$ cat config.mk
export PLATFORM = sky130hd
export DESIGN_NAME = quiz_buzzer_ctrl
export DESIGN_NICKNAME = d
export VERILOG_FILES = /design/src/rtl/quiz_pkg.sv /design/src/rtl/btn_sync_edge.sv /design/src/rtl/quiz_buzzer_ctrl.sv
export SDC_FILE = /design/constraint.sdc
export NUM_CORES = 1
export LEC_CHECK = 0
export ABC_AREA = 1
export CORE_ASPECT_RATIO = 1.5
export CORE_MARGIN = 2
export CORE_UTILIZATION = 53
export DETAILED_ROUTE_END_ITERATION = 12
export PLACE_DENSITY = 0.86
export SYNTH_ARGS = -nofsm -noshare
export SYNTH_HDL_FRONTEND = slang
export SYNTH_SLANG_ARGS = --single-unit
$ cat constraint.sdc
create_clock -name clk -period 2.1 [get_ports clk]
set_input_delay 0.42 -clock clk [delete_from_list [all_inputs] [get_ports clk]]
set_output_delay 0.42 -clock clk [all_outputs]
set_load 0.1 [all_outputs]
$ cat src/rtl/quiz_pkg.sv
// rtl/quiz_pkg.sv - shared state encoding and 7-segment constants for the quiz buzzer
package quiz_pkg;

  typedef enum logic [1:0] {
    IDLE    = 2'd0,
    ARMED   = 2'd1,
    ANSWER  = 2'd2,
    EXPIRED = 2'd3
  } state_t;

  // Segment order is {g,f,e,d,c,b,a}, active high
  localparam logic [6:0] SEG_BLANK = 7'h00;
  localparam logic [6:0] SEG_DASH  = 7'h40;

  // Digits 1..9; anything else shows blank
  function automatic logic [6:0] seg_digit(input logic [3:0] d);
    logic [6:0] s;
    case (d)
      4'd1:    s = 7'h06;
      4'd2:    s = 7'h5B;
      4'd3:    s = 7'h4F;
      4'd4:    s = 7'h66;
      4'd5:    s = 7'h6D;
      4'd6:    s = 7'h7D;
      4'd7:    s = 7'h07;
      4'd8:    s = 7'h7F;
      4'd9:    s = 7'h6F;
      default: s = SEG_BLANK;
    endcase
    return s;
  endfunction

endpackage

$ cat src/rtl/btn_sync_edge.sv
// rtl/btn_sync_edge.sv - one button: multi-flop synchroniser followed by rising-edge detect
module btn_sync_edge #(
  parameter int SYNC_STAGES = 2
) (
  input  logic clk,
  input  logic rst_n,
  input  logic btn,
  output logic rise
);

  logic [SYNC_STAGES-1:0] sync_q;
  logic                   prev_q;

  // Shift the raw pad through the synchroniser chain and remember the last synchronised level
  always_ff @(posedge clk or negedge rst_n) begin
    if (!rst_n) begin
      sync_q <= '0;
      prev_q <= 1'b0;
    end else begin
      sync_q <= {sync_q[SYNC_STAGES-2:0], btn};
      prev_q <= sync_q[SYNC_STAGES-1];
    end
  end

  assign rise = sync_q[SYNC_STAGES-1] & ~prev_q;

endmodule

$ cat src/rtl/quiz_buzzer_ctrl.sv
// rtl/quiz_buzzer_ctrl.sv - first-presser lock, answer timer and display for N quiz buttons
// Optional false-start lockout selected by FALSE_START_LOCKOUT_EN.
module quiz_buzzer_ctrl
  import quiz_pkg::*;
#(
  parameter int N_PLAYERS     = 4,
  parameter int SYNC_STAGES   = 2,
  parameter int ANSWER_CYCLES = 1000
) (
  input  logic                         clk,
  input  logic                         rst_n,
  input  logic                         arm,
  input  logic                         clear,
  input  logic [N_PLAYERS-1:0]         btn,
  output logic                         winner_valid,
  output logic [$clog2(N_PLAYERS)-1:0] winner_id,
  output logic                         timeout,
  output logic                         busy,
  output logic [6:0]                   seg
);

  localparam int ID_W    = $clog2(N_PLAYERS);
  localparam int TIMER_W = $clog2(ANSWER_CYCLES);
  localparam logic [TIMER_W-1:0] TIMER_LOAD = TIMER_W'(ANSWER_CYCLES - 1);

  state_t               state;
  logic [TIMER_W-1:0]   timer;
  logic [N_PLAYERS-1:0] rise;
  logic [N_PLAYERS-1:0] eligible;
  logic [N_PLAYERS-1:0] cand;
  logic                 hit;
  logic [ID_W-1:0]      hit_idx;

  for (genvar i = 0; i < N_PLAYERS; i++) begin : g_btn
    btn_sync_edge #(
      .SYNC_STAGES(SYNC_STAGES)
    ) u_sync (
      .clk  (clk),
      .rst_n(rst_n),
      .btn  (btn[i]),
      .rise (rise[i])
    );
  end

`ifdef FALSE_START_LOCKOUT_EN
  logic [N_PLAYERS-1:0] penalty;

  // Remember who jumped the gun while idle; forget it once the round is over
  always_ff @(posedge clk or negedge rst_n) begin
    if (!rst_n) begin
      penalty <= '0;
    end else if (clear) begin
      penalty <= '0;
    end else if (state == ARMED && !arm) begin
      penalty <= '0;
    end else if (state == IDLE) begin
      penalty <= penalty | rise;
    end
  end

  assign eligible = ~penalty;
`else
  assign eligible = '1;
`endif

  assign cand = rise & eligible;

  // Priority encoder: lowest-numbered eligible edge wins a tie
  always_comb begin
    hit     = 1'b0;
    hit_idx = '0;
    for (int i = N_PLAYERS - 1; i >= 0; i--) begin
      if (cand[i]) begin
        hit     = 1'b1;
        hit_idx = ID_W'(i);
      end
    end
  end

  // Round FSM with answer timer; every output is registered alongside the state
  always_ff @(posedge clk or negedge rst_n) begin
    if (!rst_n) begin
      state        <= IDLE;
      winner_valid <= 1'b0;
      winner_id    <= '0;
      timeout      <= 1'b0;
      busy         <= 1'b0;
      seg          <= SEG_BLANK;
      timer        <= '0;
    end else begin
      timeout <= 1'b0;
      if (clear) begin
        state        <= IDLE;
        winner_valid <= 1'b0;
        busy         <= 1'b0;
        seg          <= SEG_BLANK;
        timer        <= '0;
      end else begin
        case (state)
          IDLE: begin
            if (arm) begin
              state <= ARMED;
              busy  <= 1'b1;
              seg   <= SEG_DASH;
            end
          end
          ARMED: begin
            if (!arm) begin
              state <= IDLE;
              busy  <= 1'b0;
              seg   <= SEG_BLANK;
            end else if (hit) begin
              state        <= ANSWER;
              winner_valid <= 1'b1;
              winner_id    <= hit_idx;
              timer        <= TIMER_LOAD;
              seg          <= seg_digit(4'(hit_idx) + 4'd1);
            end
          end
          ANSWER: begin
            if (timer == '0) begin
              state   <= EXPIRED;
              timeout <= 1'b1;
            end else begin
              timer <= timer - TIMER_W'(1);
            end
          end
          EXPIRED: begin
            state <= EXPIRED;
          end
          default: begin
            state <= IDLE;
          end
        endcase
      end
    end
  end

endmodule

# Yosys cells after proc, flatten, opt, wreduce, memory -nomap -nowiden
# Memory sizes are Yosys's and may differ from the RTL's.
# Index checks and enable logic that the tools add are counted.
# totals
ff_bits	36
rom_bits	112
in_bits	8
output_inout_bits	12
wordCells	85
memories	1
# mem_list
name	words	word_bits	rd	rd_ports_with_merged_regs	write_ports	line	rtl
(name not given)	16	7	1	0	0	quiz_pkg.sv:18	case (d)
# classes
n_addsub	2
eq_ne	10
n_mux	35
bitwise	9
n_reduce_logical	13
# ops
cell	n
$mux W10	4
$mux W7	4
$pmux W10 S2	1
$mux W2	9
$ne A3 B3 Y1 const B	6
$mux W1	14
$pmux W7 S2	1
$reduce_and A3 Y1	4
$logic_not A10 Y1	1
$sub A10 B1 Y10 const B	1
$pmux W2 S4	1
$reduce_and A4 Y1	2
$reduce_bool A2 Y1	3
$reduce_bool A3 Y1	2
$not A1 Y1	5
$and A1 B1 Y1	4
$eq A2 B2 Y1 const B	2
$ne A4 B4 Y1 const B	1
$add A2 B1 Y3 const B	1
$eq A2 B1 Y1 const B	1
$logic_not A2 Y1	1
$pmux W1 S2	1

# Logic depth before layout (Yosys ltp)
# An unclocked memory read counts as a cell.
# depth
ltp_word	12
depth_mapped	11
ltp_nobuf	10

# Hierarchy
# From an unflattened synthesis, not the netlist that was laid out.
# unflattened
hier_cells	198
area_unflattened_um2	1730.4
# by_module_without_submodules
module	n_inst	cells_each	area_per_inst_um2	seq_area_each_um2
quiz_buzzer_ctrl	1	178	1390.1	575.6
btn_sync_edge	4	5	85.1	75.1

# Least setup slack after synthesis
# OpenSTA, ideal clock, no wires.
# synth_path
path_type	flip-flop to output port
from	reg seg[3]
to	out seg[3]
arrival_ps	1340
required_ps	1680
path_slack_ps	340
path_stages_with_launch	2
path_buffers	1
cell_sequence	dfrtp_1 > buf_4
# synth_rtl
item	line	rtl
from (decl)	quiz_buzzer_ctrl.sv:19	output logic [6:0] seg
from (signal assigned)	quiz_buzzer_ctrl.sv:117	seg <= seg_digit(4'(hit_idx) + 4'd1);
# No word-level cell between the ends.

# Worst setup path in the final report
# layout_path
from	in clear
to	reg seg[6]
# layout_between
elab_chain_len	2
elab_cells_between_ends	5
classes_between	2 x eq/ne; 1 x mux; 2 x reduce/logical
# layout_lines
item	line	rtl
from (decl)	quiz_buzzer_ctrl.sv:13	input logic clear,
$ne A4 B4 Y1 (no source line), or another cell as far along	--	
$reduce_and A3 Y1 (no source line)	--	
# Parallel ways exist; a longest one is shown, timed or not.
# A chain may end at the register's enable or synchronous reset.

==> impl_metrics.ini <==
[critical_path]
reg2reg_to = timer[3]$_DFFE_PN0P_
reg2reg_slack_ns = 0.43
crit_arrival_ns = 1.85
cp_max_fo = 13
crit_type = primary input to flip-flop
critPathLaunchType = primary input
startpoint = clear
worst_r2r_path_depth = 10
r2r-start = timer[0]$_DFFE_PN0P_
cp-end-kind = flip-flop
required_ns = 2.26

[synth]
syn-num-nets = 204
synth_area_leaders = dfrtp_1, nand2_1, o21ai_2
ys_top_cells_by_count = nand2_1, dfrtp_1, inv_1
ys_async_sr_fraction_pct = 100
synth_edf_count = 0
syn_area_mm2 = 0.00172
yosys.cell_count.top_type = nand2_1
ys.flop_type = dfrtp_1
synth_top_area_share_pct = 50.9
synth_cell_types = 27
synth.ff_latch_count = 35
synth-warning-count = 0
synth.avg_cell_area_um2 = 8.91
synthCells = 193
yosysTopAreaCell = dfrtp_1
ys_seq_area_share_pct = 50.9

[clocking]
root_buffer = clkbuf_8
worstSkewPairLatency_ns = 0.29
holdBufCountCts = 0
h-tree-depth = 2
cts_setup_buffers = 0
clock_path_buffers = 2
cts_tree = built
cts_resized = 0
clkTransAtPathRegs_ns = 0.07
cts_num_sinks = 35
cts_buffers = 5

[cells_and_area]
stdcell_area_mm2 = 0.00203
drive_above_1_share_pct = 24.9
fillCellCount = 267
fin_nets = 227
syn_to_final_growth_pct = 17.8
n_antenna_cell = 0

[min_path]
worstHoldPathType = flip-flop to flip-flop
min_from = g_btn[0].u_sync.sync_q[0]$_DFF_PN0_
min_to = g_btn[0].u_sync.sync_q[1]$_DFF_PN0_
hold_path_depth = 0

[route]
routedWlPerCell_um = 12.2
first_iter_violations = 21
route.antenna.remaining_nets = 0
drc_errors = 0
vias_per_cell = 5.07
first_pass_iters = 4
vias = 1304
totalWireLength_um = 3130

[timing]
finalMaxSlewViolations = 0
finalCritPeriodShare_pct = 80.2
tightestPinTransition_ns = 0.441
hold_viol = 0
slew_headroom_pct = 70.6
max_freq_mhz = 594
finalCriticalPeriod_ns = 1.68
setup_tns_ns = 0
rsz0062_at_grt = false
setup_viol_count_final = 0
finClkSkew_ns = 0.00602

[floorplan]
row_count = 25
dieArea_mm2 = 0.00373
core-area_mm2 = 0.00313
pin_count = 20
die-width_um = 50.5
die_h_um = 73.8
start_util_pct = 55.0

[global_route]
grt_max_degree = 36
grt_pass1_vias = 1308
grt_pass1_wl_um = 5400
grtUsageTotal_pct = 19.3
grt_overflow = 0
antenna_found_initial = 0

[power]
finalPower_mw = 2.86
power_density_mw_per_mm2 = 1410
leakagePower_nw = 0.987
ir_worst_vdd_mv = 1.72

[job]
drv_cap = 0

[placed_design]
port_buffers = 19
postPlaceCellArea_mm2 = 0.00189
dp.final_hpwl_um = 2280
place_congestion = 0.882

[run_status]
status = finished, final reports clean
worst max-delay path: stages:
cell	delay (ns)
clkdlybuf4s50_1	0.44
inv_2	0.19
nand2_1	0.13
nor2_1	0.30
a21oi_2	0.17
nor2_1	0.14
a21oi_1	0.06
worst max path at each step:
stage                           end  slack [ns]  cells after the start
2_1_floorplan                seg[3]        0.34                      1
5_1_grt        timer[3]$_DFFE_PN0P_        0.22                     10
3_5_place_dp     seg[6]$_DFFE_PN0P_        0.14                      7
6_report         seg[6]$_DFFE_PN0P_        0.42                      7
3_3_place_gp     seg[6]$_DFFE_PN0P_        0.27                      7
4_1_cts        timer[3]$_DFFE_PN0P_        0.41                     10
cell usage in the layout, fill, tap and decap left out, types with 2 or more instances in the layout:
master           count
clkbuf_8             5
nor2_2               2
nor2_1              20
nand3_1             12
buf_4               13
bufinv_16            2
nand2_2             10
clkdlybuf4s50_1      7
o21ai_0             11
o21ai_1              6
nand2_1             38
inv_1               23
nand2_4              4
o21ai_2             10
ha_1                 3
xor2_1               2
inv_2                4
dfrtp_1             35
power by group:
| part | internal (mW) | switching [mW] | leakage, nW |
|---|---|---|---|
| logic | 0.328 | 0.836 | 0.485 |
| clock network | 0.473 | 0.246 | 0.0644 |
| registers | 0.824 | 0.156 | 0.438 |
logic make-up (layout without fill, tap and decap cells):
logic type,Yosys count,after routing,share of synthesized area [%]
AND/OR/NAND/NOR,91,91,25.5
flip-flops,35,35,50.9
AO/OA/AOI/OAI,31,31,11.8
buffers and inverters,31,55,8.65
adder cells (fa/ha/maj),3,3,2.18
XOR/XNOR,2,2,1.02
per-stage QoR:
stage               setup WS (ns)  hold slack, ns  cells  utilization (%)
floorplan                   0.340           0.124    193                -
global placement            0.266           0.332    249             60.4
detailed placement          0.138           0.348    249             60.4
CTS                         0.414           0.365    257             64.8
global route                0.221           0.371    257             64.8
finish                      0.416           0.358    257             64.8
flip-flops by register name, indices dropped and copies added, names as in the netlist:
| name | cells |
|---|---|
| timeout | 1 |
| winner_id | 2 |
| g_btn.u_sync.prev_q | 4 |
| winner_valid | 1 |
| seg | 6 |
| busy | 1 |
| timer | 10 |
| g_btn.u_sync.sync_q | 8 |
| state | 2 |
area by class of cell:
class | instances | area [µm²] | share of cell area (%)
Multi-Input combinational cell | 127 | 696 | 34.3
Clock inverter | 3 | 67.6 | 3.33
Inverter | 27 | 101 | 5.00
Clock buffer | 5 | 68.8 | 3.40
Sequential cell | 35 | 876 | 43.2
Timing Repair Buffer | 20 | 168 | 8.27
Tap cell | 40 | 50.0 | 2.47
layer usage:
layer	share of wire [%]	up-vias	routed length, µm	GRT usage, %
li1	-	648	-	-
met1	39	616	1240	20.4
met2	54	31	1700	36.0
met3	3.7	9	115	3.46
met4	2.5	0	77	9.91
met5	0	-	0	0
(Power assumes the default switching activity.)
